$ cat src/rtl/ac97_record_capture.sv
// ac97_record_capture: receive side of the AC97 codec path.
// Captures one left/right record sample pair per codec frame into a small first-word
// fall-through FIFO. A valid/ready interface drains the FIFO. A 4-bit peak meter drives
// the LEDs.
//
// Optional feature macro: RECORD_MONO_MIX_EN. When it is defined, both stored channels
// and the peak meter use (left + right) >>> 1.
//
// Ports:
//   clk            system clock
//   reset_n        asynchronous active-low reset
//   new_frame      one-cycle strobe per codec frame (PCM_Playback_Accept)
//   record_left    signed left record sample, valid with new_frame
//   record_right   signed right record sample, valid with new_frame
//   enable         capture enable (level)
//   out_left       head-of-FIFO left sample
//   out_right      head-of-FIFO right sample
//   out_valid      FIFO not empty
//   out_ready      consumer accepts the head entry
//   fill           current entry count
//   overflow       sticky: a captured frame was dropped
//   clear_overflow synchronous clear of overflow (a drop in the same cycle wins)
//   level          peak meter, bits [14:11] of the window peak magnitude
module ac97_record_capture #(
  parameter int unsigned DEPTH_LOG2  = 4,
  parameter int unsigned PEAK_WINDOW = 4800
) (
  input  logic                  clk,
  input  logic                  reset_n,
  input  logic                  new_frame,
  input  logic [15:0]           record_left,
  input  logic [15:0]           record_right,
  input  logic                  enable,
  output logic [15:0]           out_left,
  output logic [15:0]           out_right,
  output logic                  out_valid,
  input  logic                  out_ready,
  output logic [DEPTH_LOG2:0]   fill,
  output logic                  overflow,
  input  logic                  clear_overflow,
  output logic [3:0]            level
);

  localparam int unsigned Depth = 1 << DEPTH_LOG2;
  localparam int unsigned WinW  = $clog2(PEAK_WINDOW);

  localparam logic [DEPTH_LOG2:0] FillFull = (DEPTH_LOG2 + 1)'(Depth);
  localparam logic [WinW-1:0]     WinLast  = WinW'(PEAK_WINDOW - 1);

  typedef enum logic [1:0] {StIdle, StArm, StCapture} state_e;

  state_e state_q, state_d;

  logic [31:0]           mem_q [Depth];
  logic [DEPTH_LOG2-1:0] wr_ptr_q, rd_ptr_q;
  logic [DEPTH_LOG2:0]   fill_q, fill_d;
  logic                  overflow_q, overflow_d;
  logic [14:0]           peak_q, peak_d;
  logic [WinW-1:0]       win_q, win_d;
  logic [3:0]            level_q, level_d;

  logic        capture;
  logic        pop;
  logic        push;
  logic        drop;
  logic [15:0] store_left, store_right;
  logic [15:0] meter_sample;
  logic [14:0] magnitude;
  logic [14:0] peak_max;

  // Frame selection: capture only starts on a frame boundary seen in StArm.
  always_comb begin
    state_d = state_q;
    capture = 1'b0;
    unique case (state_q)
      StIdle: begin
        if (enable) state_d = StArm;
      end
      StArm: begin
        if (!enable) begin
          state_d = StIdle;
        end else if (new_frame) begin
          capture = 1'b1;
          state_d = StCapture;
        end
      end
      StCapture: begin
        if (!enable) begin
          state_d = StIdle;
        end else if (new_frame) begin
          capture = 1'b1;
        end
      end
      default: state_d = StIdle;
    endcase
  end

`ifdef RECORD_MONO_MIX_EN
  logic [16:0] mix_sum;
  always_comb begin
    mix_sum     = {record_left[15], record_left} + {record_right[15], record_right};
    store_left  = mix_sum[16:1];
    store_right = mix_sum[16:1];
  end
`else
  always_comb begin
    store_left  = record_left;
    store_right = record_right;
  end
`endif

  assign meter_sample = store_left;

  // Magnitude with -32768 saturated so that it fits in 15 bits.
  always_comb begin
    if (!meter_sample[15]) begin
      magnitude = meter_sample[14:0];
    end else if (meter_sample == 16'h8000) begin
      magnitude = 15'h7fff;
    end else begin
      magnitude = 15'(-meter_sample);
    end
    peak_max = (magnitude > peak_q) ? magnitude : peak_q;
  end

  assign out_valid = (fill_q != '0);
  assign pop       = out_valid && out_ready;
  // A full FIFO still accepts a push when the head leaves in the same cycle.
  assign push      = capture && ((fill_q != FillFull) || pop);
  assign drop      = capture && !push;

  always_comb begin
    fill_d = fill_q;
    if (push && !pop) begin
      fill_d = fill_q + 1'b1;
    end else if (pop && !push) begin
      fill_d = fill_q - 1'b1;
    end
  end

  always_comb begin
    overflow_d = overflow_q;
    if (drop) begin
      overflow_d = 1'b1;
    end else if (clear_overflow) begin
      overflow_d = 1'b0;
    end
  end

  // The meter counts every capture frame, including dropped ones.
  always_comb begin
    peak_d  = peak_q;
    win_d   = win_q;
    level_d = level_q;
    if (capture) begin
      if (win_q == WinLast) begin
        level_d = peak_max[14:11];
        peak_d  = '0;
        win_d   = '0;
      end else begin
        peak_d = peak_max;
        win_d  = win_q + 1'b1;
      end
    end
  end

  always_ff @(posedge clk or negedge reset_n) begin
    if (!reset_n) begin
      state_q    <= StIdle;
      wr_ptr_q   <= '0;
      rd_ptr_q   <= '0;
      fill_q     <= '0;
      overflow_q <= 1'b0;
      peak_q     <= '0;
      win_q      <= '0;
      level_q    <= '0;
    end else begin
      state_q    <= state_d;
      fill_q     <= fill_d;
      overflow_q <= overflow_d;
      peak_q     <= peak_d;
      win_q      <= win_d;
      level_q    <= level_d;
      if (push) wr_ptr_q <= wr_ptr_q + 1'b1;
      if (pop)  rd_ptr_q <= rd_ptr_q + 1'b1;
    end
  end

  // Storage is cleared on reset so the outputs read zero until the first push.
  always_ff @(posedge clk or negedge reset_n) begin
    if (!reset_n) begin
      for (int i = 0; i < int'(Depth); i++) begin
        mem_q[i] <= '0;
      end
    end else if (push) begin
      mem_q[wr_ptr_q] <= {store_left, store_right};
    end
  end

  assign out_left  = mem_q[rd_ptr_q][31:16];
  assign out_right = mem_q[rd_ptr_q][15:0];
  assign fill      = fill_q;
  assign overflow  = overflow_q;
  assign level     = level_q;

endmodule
$ cat config.mk
export PLATFORM = sky130hd
export DESIGN_NAME = ac97_record_capture
export DESIGN_NICKNAME = d
export VERILOG_FILES = /design/src/rtl/ac97_record_capture.sv
export SDC_FILE = /design/constraint.sdc
export NUM_CORES = 1
export LEC_CHECK = 0
export CAP_MARGIN = 0
export CORE_ASPECT_RATIO = 1.4
export CORE_MARGIN = 4
export CORE_UTILIZATION = 37
export DETAILED_ROUTE_END_ITERATION = 12
export PLACE_DENSITY = 0.53
export SETUP_SLACK_MARGIN = 0.05
export SKIP_LAST_GASP = 1
export SYNTH_ARGS = -nofsm -noshare
export SYNTH_HDL_FRONTEND = slang
export SYNTH_SLANG_ARGS = --single-unit
$ cat constraint.sdc
create_clock -name clk -period 4.7 [get_ports clk]
set_clock_uncertainty 0.05 [all_clocks]
set_input_delay 0.94 -clock clk [delete_from_list [all_inputs] [get_ports clk]]
set_output_delay 0.94 -clock clk [all_outputs]
set_load 0.005 [all_outputs]
## Word-level counts from Yosys, hierarchy flattened

Cells that the tools add are included.

- Bits in registers: 560
- Input bits: 38
- Output and inout port bits: 43

- Add/subtract/negate cells: 6
- Magnitude comparators: 4
- Equality and inequality tests: 8
- Mux-type cells: 23
- Bitwise logic cells: 2
- Reductions and logical operators: 18

Operators with widths:

| cell | count |
|---|---|
| $bwmux W512 | 1 |
| $bmux W32 S4 | 1 |
| $demux W32 S4 | 1 |
| $mux W32 | 3 |
| $mux W15 | 4 |
| $eq A16 B16 Y1 const B | 1 |
| $gt A15 B15 Y1 | 1 |
| $neg A15 Y15 | 1 |
| $add A13 B1 Y13 const B | 1 |
| $eq A13 B13 Y1 const B | 1 |
| $mux W13 | 1 |
| $ge A5 B5 Y1 const B | 2 |
| $mux W5 | 2 |
| $not A4 Y5 | 2 |
| $add A4 B1 Y4 const B | 2 |
| $mux W2 | 4 |
| $logic_and A1 B1 Y1 | 6 |
| $pmux W2 S3 | 1 |
| $reduce_bool A2 Y1 | 3 |
| $add A5 B1 Y5 const B | 1 |
| $lt A5 B1 Y1 const B | 1 |
| $mux W1 | 5 |
| $ne A5 B5 Y1 const B | 1 |
| $reduce_bool A5 Y1 | 1 |
| other kinds (11) | 14 |

## Depth between registers and ports, before layout

Gate-level depths: netlist (run 1).

- Depth in word-level cells: 8
- Gate-level depth with buffers: 17
- Gate-level depth less buffers: 13

## Least setup slack after synthesis (run 1)

OpenSTA, ideal clock, no wires.

- Path kind: input to register
- From: input record_left[0]
- To: register peak_q[11]
- Arrival time: 4.534 ns
- Slack: 0.049 ns
- Stages on the path: 15
- Buffers on the path: 3
- Cells stage by stage: clkbuf_1 -> clkbuf_1 -> inv_1 -> ha_1 -> or4b_2 -> nor4_2 -> nor2_1 -> mux2i_1 -> ha_1 -> and4_1 -> a221oi_1 -> a21oi_1 -> o21ai_1 -> clkbuf_1 -> a22o_1

- Cells in the longest elaborated chain, start to end: 6
- Elaborated cells on any way between the ends: 7
- Classes of those cells: add/sub (1); order compare (1); eq/ne (1); mux (4)

Ends and longest elaborated chain:

| element | line | RTL |
|---|---|---|
| start: declaration | 31 | `input logic [15:0] record_left,` |
| $neg A15 Y15 / $eq A16 B16 Y1 (equally long branches) | 121, 118 |  |
| $mux W15 | 118 | `end else if (meter_sample == 16'h8000) begin` |
| $mux W15 * | 116 | `if (!meter_sample[15]) begin` |
| $gt A15 B15 Y1 | 123 | `peak_max = (magnitude > peak_q) ? magnitude : peak_q;` |
| $mux W15 * | 123 |  |
| $mux W15 * | 156 | `if (win_q == WinLast) begin` |
| end signal: assignment | 181 | `peak_q <= peak_d;` |
| end: declaration | 58 | `logic [14:0] peak_q, peak_d;` |

Every way passes the cells marked *; elsewhere a longest branch is shown, timed or not. The select of a mux whose other input is x is not followed.
A chain may end at the register's enable or synchronous reset.

## Final worst setup path (run 1)

- From: register rd_ptr_q[0]
- To: output out_right[6]

- Cells in the longest elaborated chain, start to end: 4

Ends and longest elaborated chain:

| element | line | RTL |
|---|---|---|
| start: declaration | 55 | `logic [DEPTH_LOG2-1:0] wr_ptr_q, rd_ptr_q;` |
| start signal: assignment | 185 | `if (pop) rd_ptr_q <= rd_ptr_q + 1'b1;` |
| $not A4 Y5 (implied by the code) | 201 | `assign out_right = mem_q[rd_ptr_q][15:0];` |
| $bmux W32 S4 | 201 |  |
| $mux W32 (implied by the code) (2 in series) | 201 |  |
| end: declaration | 35 | `output logic [15:0] out_right,` |

No other way between the ends. The select of a mux whose other input is x is not followed.

==> run_results.csv, run 1 <==
group,metric,value,unit
run_status,outcome,"finished, final reports clean",
cts,post_cts_buffers,0,
placed_design,gp_congestion,0.788,
global_routing,grt_max_degree,117,
placed_design,dpl_cell_area,28500,sq um
yosys,seq_area_frac_synth,0.526,
critical_path,cp_cell_sequence,"buf_12 > mux4_2 > mux4_2 > clkdlybuf4s50_1",
cts,clock_latency,0.63,ns
cts,clock_sinks,560,
route,antenna_left,0,
yosys,synthTopCellsByCount,"dfrtp_1, mux2_2, mux4_2",
yosys,synth_area_leaders,"dfrtp_1, mux2_2, mux4_2",
cts,cts_buffers,59,
critical_path,critPathCaptureType,"output pin",
yosys,ys_ff_latch,560,
sta,rsz0062_at_grt,"no",
yosys,yosysTopAreaCell,"dfrtp_1",
critical_path,arrival,3.39,ns
critical_path,critPathMaxFanout,41,
cts,root_buffer,"clkbuf_16",
floorplan,start_util,0.373,
critical_path,critPathKind,"reg2out",
global_routing,grt_use_total,0.173,
pwr,switchingPower,5.43,mW
yosys,synth_top_area_frac,0.526,
critical_path,critPathLaunchType,"flip-flop",
cts,hold_buffers,0,
job,maxCapViolations,0,
pwr,share_comb_of_total_power,0.332,
global_routing,first_global_vias,16000,
cts,post_cts_resized,0,
route,viasPerCell,5.30,
pwr,intPower,13.3,mW
route,drtIter0Drc,668,
floorplan,die_h,326,um
critical_path,crit_cells,4,
critical_path,crit_slowest_cell,"dfrtp_4",
yosys,synth-edff-count,0,
floorplan,core-area,71400,sq um
sta,worst_slew_pin_slew,0.713,ns
route,wirelength,65.9,mm
cells_and_area,post-route-util,0.427,
global_routing,grt_pass1_wl,103,mm
yosys,synthCells,1654,
pwr,p_seq_frac,0.411,
sta,fin_crit_sh,0.932,
cells_and_area,area_growth,14.5,%
sta,fmax,0.228,GHz
cts,path_clk_slew,0.06,ns
critical_path,critical_path_buf_inv_count,2,
yosys,syn_nets,1722,
placed_design,post-dp-hpwl,39.2,mm
cells_and_area,multi_input_area,11700,sq um
cts,cts_tree,"done",
critical_path,critical_path.most_common_cell,"mux4_2",
route,drc,0,
cells_and_area,fill_cells,6538,
sta,finalSetupViolCount,0,
yosys,synth.most_common_cell,"dfrtp_1",
critical_path,worstPathRequired,3.71,ns
pwr,switching_share,0.289,
placed_design,io_buffers,80,
sta,slew_violations,0,
cells_and_area,final_area,30500,sq um
global_routing,grt_overflow,0,
cells_and_area,seqCellArea,14000,sq um
cells_and_area,diodes,0,
route,vias,14400,
floorplan,io_pins,81,
floorplan,dieArea,76400,sq um
sta,setup_slack,0.322,ns
critical_path,critPathTopFamily,"multiplexers",
yosys,synthArstFlopShare,1.00,
sta,relSlewSlack,0.525,
critical_path,critPathMaxStageDelay,0.74,ns
cells_and_area,fin_cells,2713,
cells_and_area,drive_gt1_frac,0.493,
cells_and_area,fin_nets,1788,
floorplan,die_w,235,um
critical_path,reg2regPathDepth,12,
yosys,synthFlopType,"dfrtp_1",
yosys,ys_types,56,
min_path,min_path_type,"in2async",
floorplan,rows,116,
pwr,p_clk_frac,0.257,
global_routing,antenna_found_initial,1,
route,dr.pass1.iters,5,
yosys,synth_area_per_cell,16.1,sq um
cts,htreeDepth,2,
yosys,synth_area,26600,sq um
placed_design,dpl_worst_slack,-0.0735,ns
sta,hold_viol,0,
placed_design,dp.cells,2603,
cts,ctsLongestPathBuffers,3,
route,wl_per_cell,24.3,um
pwr,ir_worst_vdd,294,uV
pwr,total_leakage_power,14.4,nW
pwr,p_per_area,616,nW/um^2
yosys,yosys_warnings,0,
sta,period_needed,4.38,ns
==> path summary, 6_finish.rpt <==
kind / start / end / slack [ns]
setup / recovery: rd_ptr_q[0]$_DFFE_PN0P_ / out_right[6] / 0.32
hold / removal: reset_n / win_q[2]$_DFFE_PN0P_ / 0.18
setup reg to reg: fill[1]$_DFFE_PN0P_ / fill[4]$_DFFE_PN0P_ / 1.43
hold reg to reg: level[1]$_DFFE_PN0P_ / level[1]$_DFFE_PN0P_ / 0.43
max in group asynchronous: reset_n / rd_ptr_q[1]$_DFFE_PN0P_ / 3.26
min in group clk: level[1]$_DFFE_PN0P_ / level[1]$_DFFE_PN0P_ / 0.43
==> cells in the final DEF, fill, tap and decap left out, drive strengths merged, types with 2 or more instances in the layout <==
| master | netlist | routed |
|---|---|---|
| and4 | 2 | 2 |
| nor3b | 2 | 2 |
| buf | 66 | 66 |
| and2 | 3 | 3 |
| nand3 | 8 | 8 |
| a31oi | 2 | 2 |
| mux2 | 514 | 514 |
| clkbuf | 74 | 90 |
| inv | 27 | 29 |
| xnor2 | 15 | 15 |
| xor2 | 14 | 14 |
| a21oi | 10 | 10 |
| o31ai | 3 | 3 |
| nor2 | 15 | 15 |
| o31a | 2 | 2 |
| nand3b | 2 | 2 |
| nand2 | 57 | 57 |
| mux4 | 160 | 160 |
| dfrtp | 560 | 560 |
| or4 | 2 | 2 |
| or2 | 2 | 2 |
| bufinv | 0 | 3 |
| o21ai | 19 | 19 |
| a21o | 2 | 2 |
| nand4 | 8 | 8 |
| nor4 | 3 | 3 |
| ha | 29 | 29 |
| clkdlybuf4s50 | 0 | 79 |
| clkinv | 0 | 15 |
| a22o | 16 | 16 |
| mux2i | 7 | 7 |
| nor3 | 6 | 6 |
| or4b | 2 | 2 |
| and3 | 7 | 7 |
==> power groups by stage <==
stage	Clock, mW	Sequential (mW)	Combinational, mW
6_report	4.83	7.73	6.23
3_3_place_gp	0	7.71	6.24
5_1_grt	5.16	7.95	6.74
3_5_place_dp	0	7.81	6.36
2_1_floorplan	0	7.23	4.71
4_1_cts	4.99	7.74	6.39
==> stage by stage <==
| stage | hold slack, ns | power [mW] | TNS, ns |
|---|---|---|---|
| global route | 0.192 | 19.9 | 0 |
| finish | 0.181 | 18.8 | 0 |
| floorplan | 0.410 | 11.9 | 0 |
| CTS | 0.166 | 19.1 | 0 |
| detailed placement | 0.426 | 14.2 | -0.868 |
| global placement | 0.428 | 14.0 | 0 |
==> routing by layer <==
metal	vias up	track usage	routed length, um
met4	0	0.0416	1350
met1	7850	0.231	29100
met3	82	0.0227	1600
met2	180	0.302	33900
met5	-	0	0
li1	6273	-	-
==> cell families after synthesis <==
group	after synthesis	synth area share
multiplexers	681	0.372
flip-flops	560	0.526
buffers and inverters	167	0.0363
AND/OR/NAND/NOR	123	0.0256
AO/OA/AOI/OAI	64	0.0162
adder cells (fa/ha/maj)	30	0.0144
XOR/XNOR	29	0.00953
==> registers in the layout, summed over array words and instances, names as in the netlist <==
register  count
fill          5
level         4
mem_q       512
overflow      1
peak_q       15
rd_ptr_q      4
state_q       2
win_q        13
wr_ptr_q      4
==> layout make-up <==
class,instances,share of cell area
Clock inverter,20,0.00648
Multi-Input combinational cell,927,0.384
Timing Repair Buffer,145,0.0482
Sequential cell,560,0.460
Inverter,27,0.00340
Tap cell,944,0.0387
Clock buffer,90,0.0598
(Power assumes the default switching activity.)
==> run 2, diff against run 1 <==
CORE_UTILIZATION = 45   (was 37)
CTS_CLUSTER_DIAMETER = 40   (was unset)
PLACE_DENSITY = 0.61   (was 0.53)
==> run 2 against run 1 <==
  * Worst hold slack improved by 0.073 ns
  * Die area is 17% lower
  * Design area is 1.3% higher
  * Critical path depth unchanged
  * Via count rose by 1.2%
  * Clock power is 24% higher
  * Final cell count down 6.2%
==> run_results.csv, run 2 (synthesis results as in run 1) <==
group,metric,value,unit
run_status,outcome,"finished, final reports clean",
critical_path,critPathLaunchType,"flip-flop",
global_routing,grt_use_total,0.208,
critical_path,critPathKind,"reg2out",
sta,fin_crit_sh,0.881,
floorplan,die_w,214,um
critical_path,critPathTopFamily,"multiplexers",
critical_path,cp_cell_sequence,"buf_12 > mux4_2 > mux4_2 > clkdlybuf4s50_1",
min_path,min_path_type,"in2async",
cts,ctsLongestPathBuffers,3,
global_routing,grtUsageMet1,0.269,
cts,root_buffer,"clkbuf_16",
cts,post_cts_buffers,0,
sta,slew_violations,0,
critical_path,critPathCaptureType,"output pin",
floorplan,core-area,58600,sq um
cts,cts_tree,"done",
critical_path,critical_path.most_common_cell,"mux4_2",
critical_path,crit_slowest_cell,"mux4_2",
sta,fin_tns_setup,0,ns
sta,finalSetupViolCount,0,
pwr,total_power,19.9,mW
cells_and_area,reg_top3,"mem_q x512, peak_q x15, win_q x13",
critical_path,worstPathRequired,3.71,ns
cells_and_area,top_register,"mem_q",
sta,rsz0062_at_grt,"no",
placed_design,io_buffers,80,
route,viasPerCell,5.72,
cts,hold_buffers,0,
route,dr.pass1.iters,4,
cells_and_area,fin_nets,1801,
critical_path,critPathMaxStageDelay,0.59,ns
cells_and_area,area_growth,15.9,%
sta,hold_viol,0,
floorplan,die_h,296,um
global_routing,gr-usage-met3,0.0297,
route,vias,14600,
sta,setup_slack,0.558,ns
sta,relSlewSlack,0.515,
floorplan,start_util,0.455,
placed_design,post-dp-hpwl,36.9,mm
sta,fmax,0.241,GHz
sta,period_needed,4.14,ns
critical_path,critical_path_buf_inv_count,2,
floorplan,dieArea,63200,sq um
floorplan,rows,105,
global_routing,grt.busiest_layer,"met2",
critical_path,arrival,3.15,ns
sta,worst_slew_pin_slew,0.727,ns
cells_and_area,diodes,0,
pwr,p_per_area,644,nW/um^2
cells_and_area,drive_gt1_frac,0.501,
cts,clock_sinks,560,
pwr,ir_worst_vdd,308,uV
route,antenna_left,0,
global_routing,grt_pass1_wl,99.9,mm
global_routing,grt_overflow,0,
route,wl_per_cell,25.0,um
route,wirelength,63.6,mm
pwr,total_leakage_power,14.7,nW
cts,path_clk_slew,0.06,ns
placed_design,gp_congestion,0.820,
route,drc,0,
cts,htreeDepth,3,
global_routing,antenna_found_initial,0,
placed_design,dpl_worst_slack,0.0383,ns
cts,cts_buffers,77,
route,drtIter0Drc,841,
cells_and_area,final_cell_mix,"dfrtp_1, mux2_2, mux4_2",
cts,post_cts_resized,0,
global_routing,gr-usage-met2,0.359,
cells_and_area,largest_reg_flops,512,
global_routing,grt_max_degree,121,
critical_path,critPathMaxFanout,55,
cts,clock_latency,0.61,ns
global_routing,first_global_vias,16300,
job,maxCapViolations,0,
cells_and_area,final_common_cell,"dfrtp_1",
floorplan,io_pins,81,
==> run 2: cell count changes in the layout (fill, tap and decap cells not counted), moves of 2 or more <==
| cell | change |
|---|---|
| clkinvlp_4 | +7 |
| inv_16 | +2 |
| inv_6 | +8 |
| clkinv_4 | +3 |
| clkbuf_8 | -9 |
| clkbuf_16 | +19 |
| clkinv_2 | -4 |
| buf_4 | -6 |
| bufinv_16 | +3 |
==> run 2: power breakdown <==
group	total, mW	switching, mW	internal (mW)
Sequential	7.64	1.04	6.59
Clock	5.97	2.31	3.66
Combinational	6.28	2.36	3.92
Total	19.9	5.71	14.2
==> run 2: worst reg2reg max path: cells and delay by family (launching register included) <==
family | cells | cell delay, ns
buffers and inverters | 2 | 0.22
AO/OA/AOI/OAI | 2 | 0.37
XOR/XNOR | 2 | 0.28
AND/OR/NAND/NOR | 4 | 1.13
adder cells (fa/ha/maj) | 2 | 0.63
flip-flops | 1 | 0.44
==> run 2: layout make-up <==
type / count / area [sq um]
inverter: 27 / 104
tap: 749 / 937
clock buffer: 101 / 2180
fill: 4837 / 27700
clock inverter: 41 / 498
timing repair buffer: 140 / 1440
multi-input combinational: 927 / 11700
sequential: 560 / 14000
==> run 2: path summary, 6_finish.rpt <==
path / startpoint / end / slack (ns) / cells past startpoint
worst max-delay path: rd_ptr_q[0]$_DFFE_PN0P_ / out_left[0] / 0.56 / 4
worst min-delay path: reset_n / peak_q[8]$_DFFE_PN0P_ / 0.25 / 1
worst max register to register: fill[1]$_DFFE_PN0P_ / fill[4]$_DFFE_PN0P_ / 1.47 / 12
worst min register to register: level[2]$_DFFE_PN0P_ / level[2]$_DFFE_PN0P_ / 0.44 / 2
max in group asynchronous: reset_n / mem_q[111]$_DFFE_PN0P_ / 3.16 / 2
min in group clk: level[2]$_DFFE_PN0P_ / level[2]$_DFFE_PN0P_ / 0.44 / 2
==> run 2: metal layers <==
metal	routed length (um)	share of wire	up-vias
met5	0	0	-
met4	2010	0.032	0
met3	2050	0.032	118
met2	32700	0.51	263
met1	26800	0.42	7866
li1	-	-	6316
==> run 2: per-stage QoR <==
| stage | hold WS [ns] | std cells | util | instance area [sq um] |
|---|---|---|---|---|
| after global placement | 0.428 | 2403 | 0.481 | 28200 |
| after floorplan | 0.410 | 1654 | - | 26700 |
| final | 0.254 | 2545 | 0.527 | 30900 |
| after detailed placement | 0.431 | 2403 | 0.481 | 28200 |
| after global routing | 0.278 | 2545 | 0.527 | 30900 |
| after CTS | 0.246 | 2545 | 0.527 | 30900 |
==> run 3, diff against run 2 <==
ABC_CLOCK_PERIOD_IN_PS = 4700   (was unset)
==> results of run 3 <==
Same layout as run 2: the final DEF is identical, and so are final timing and power.
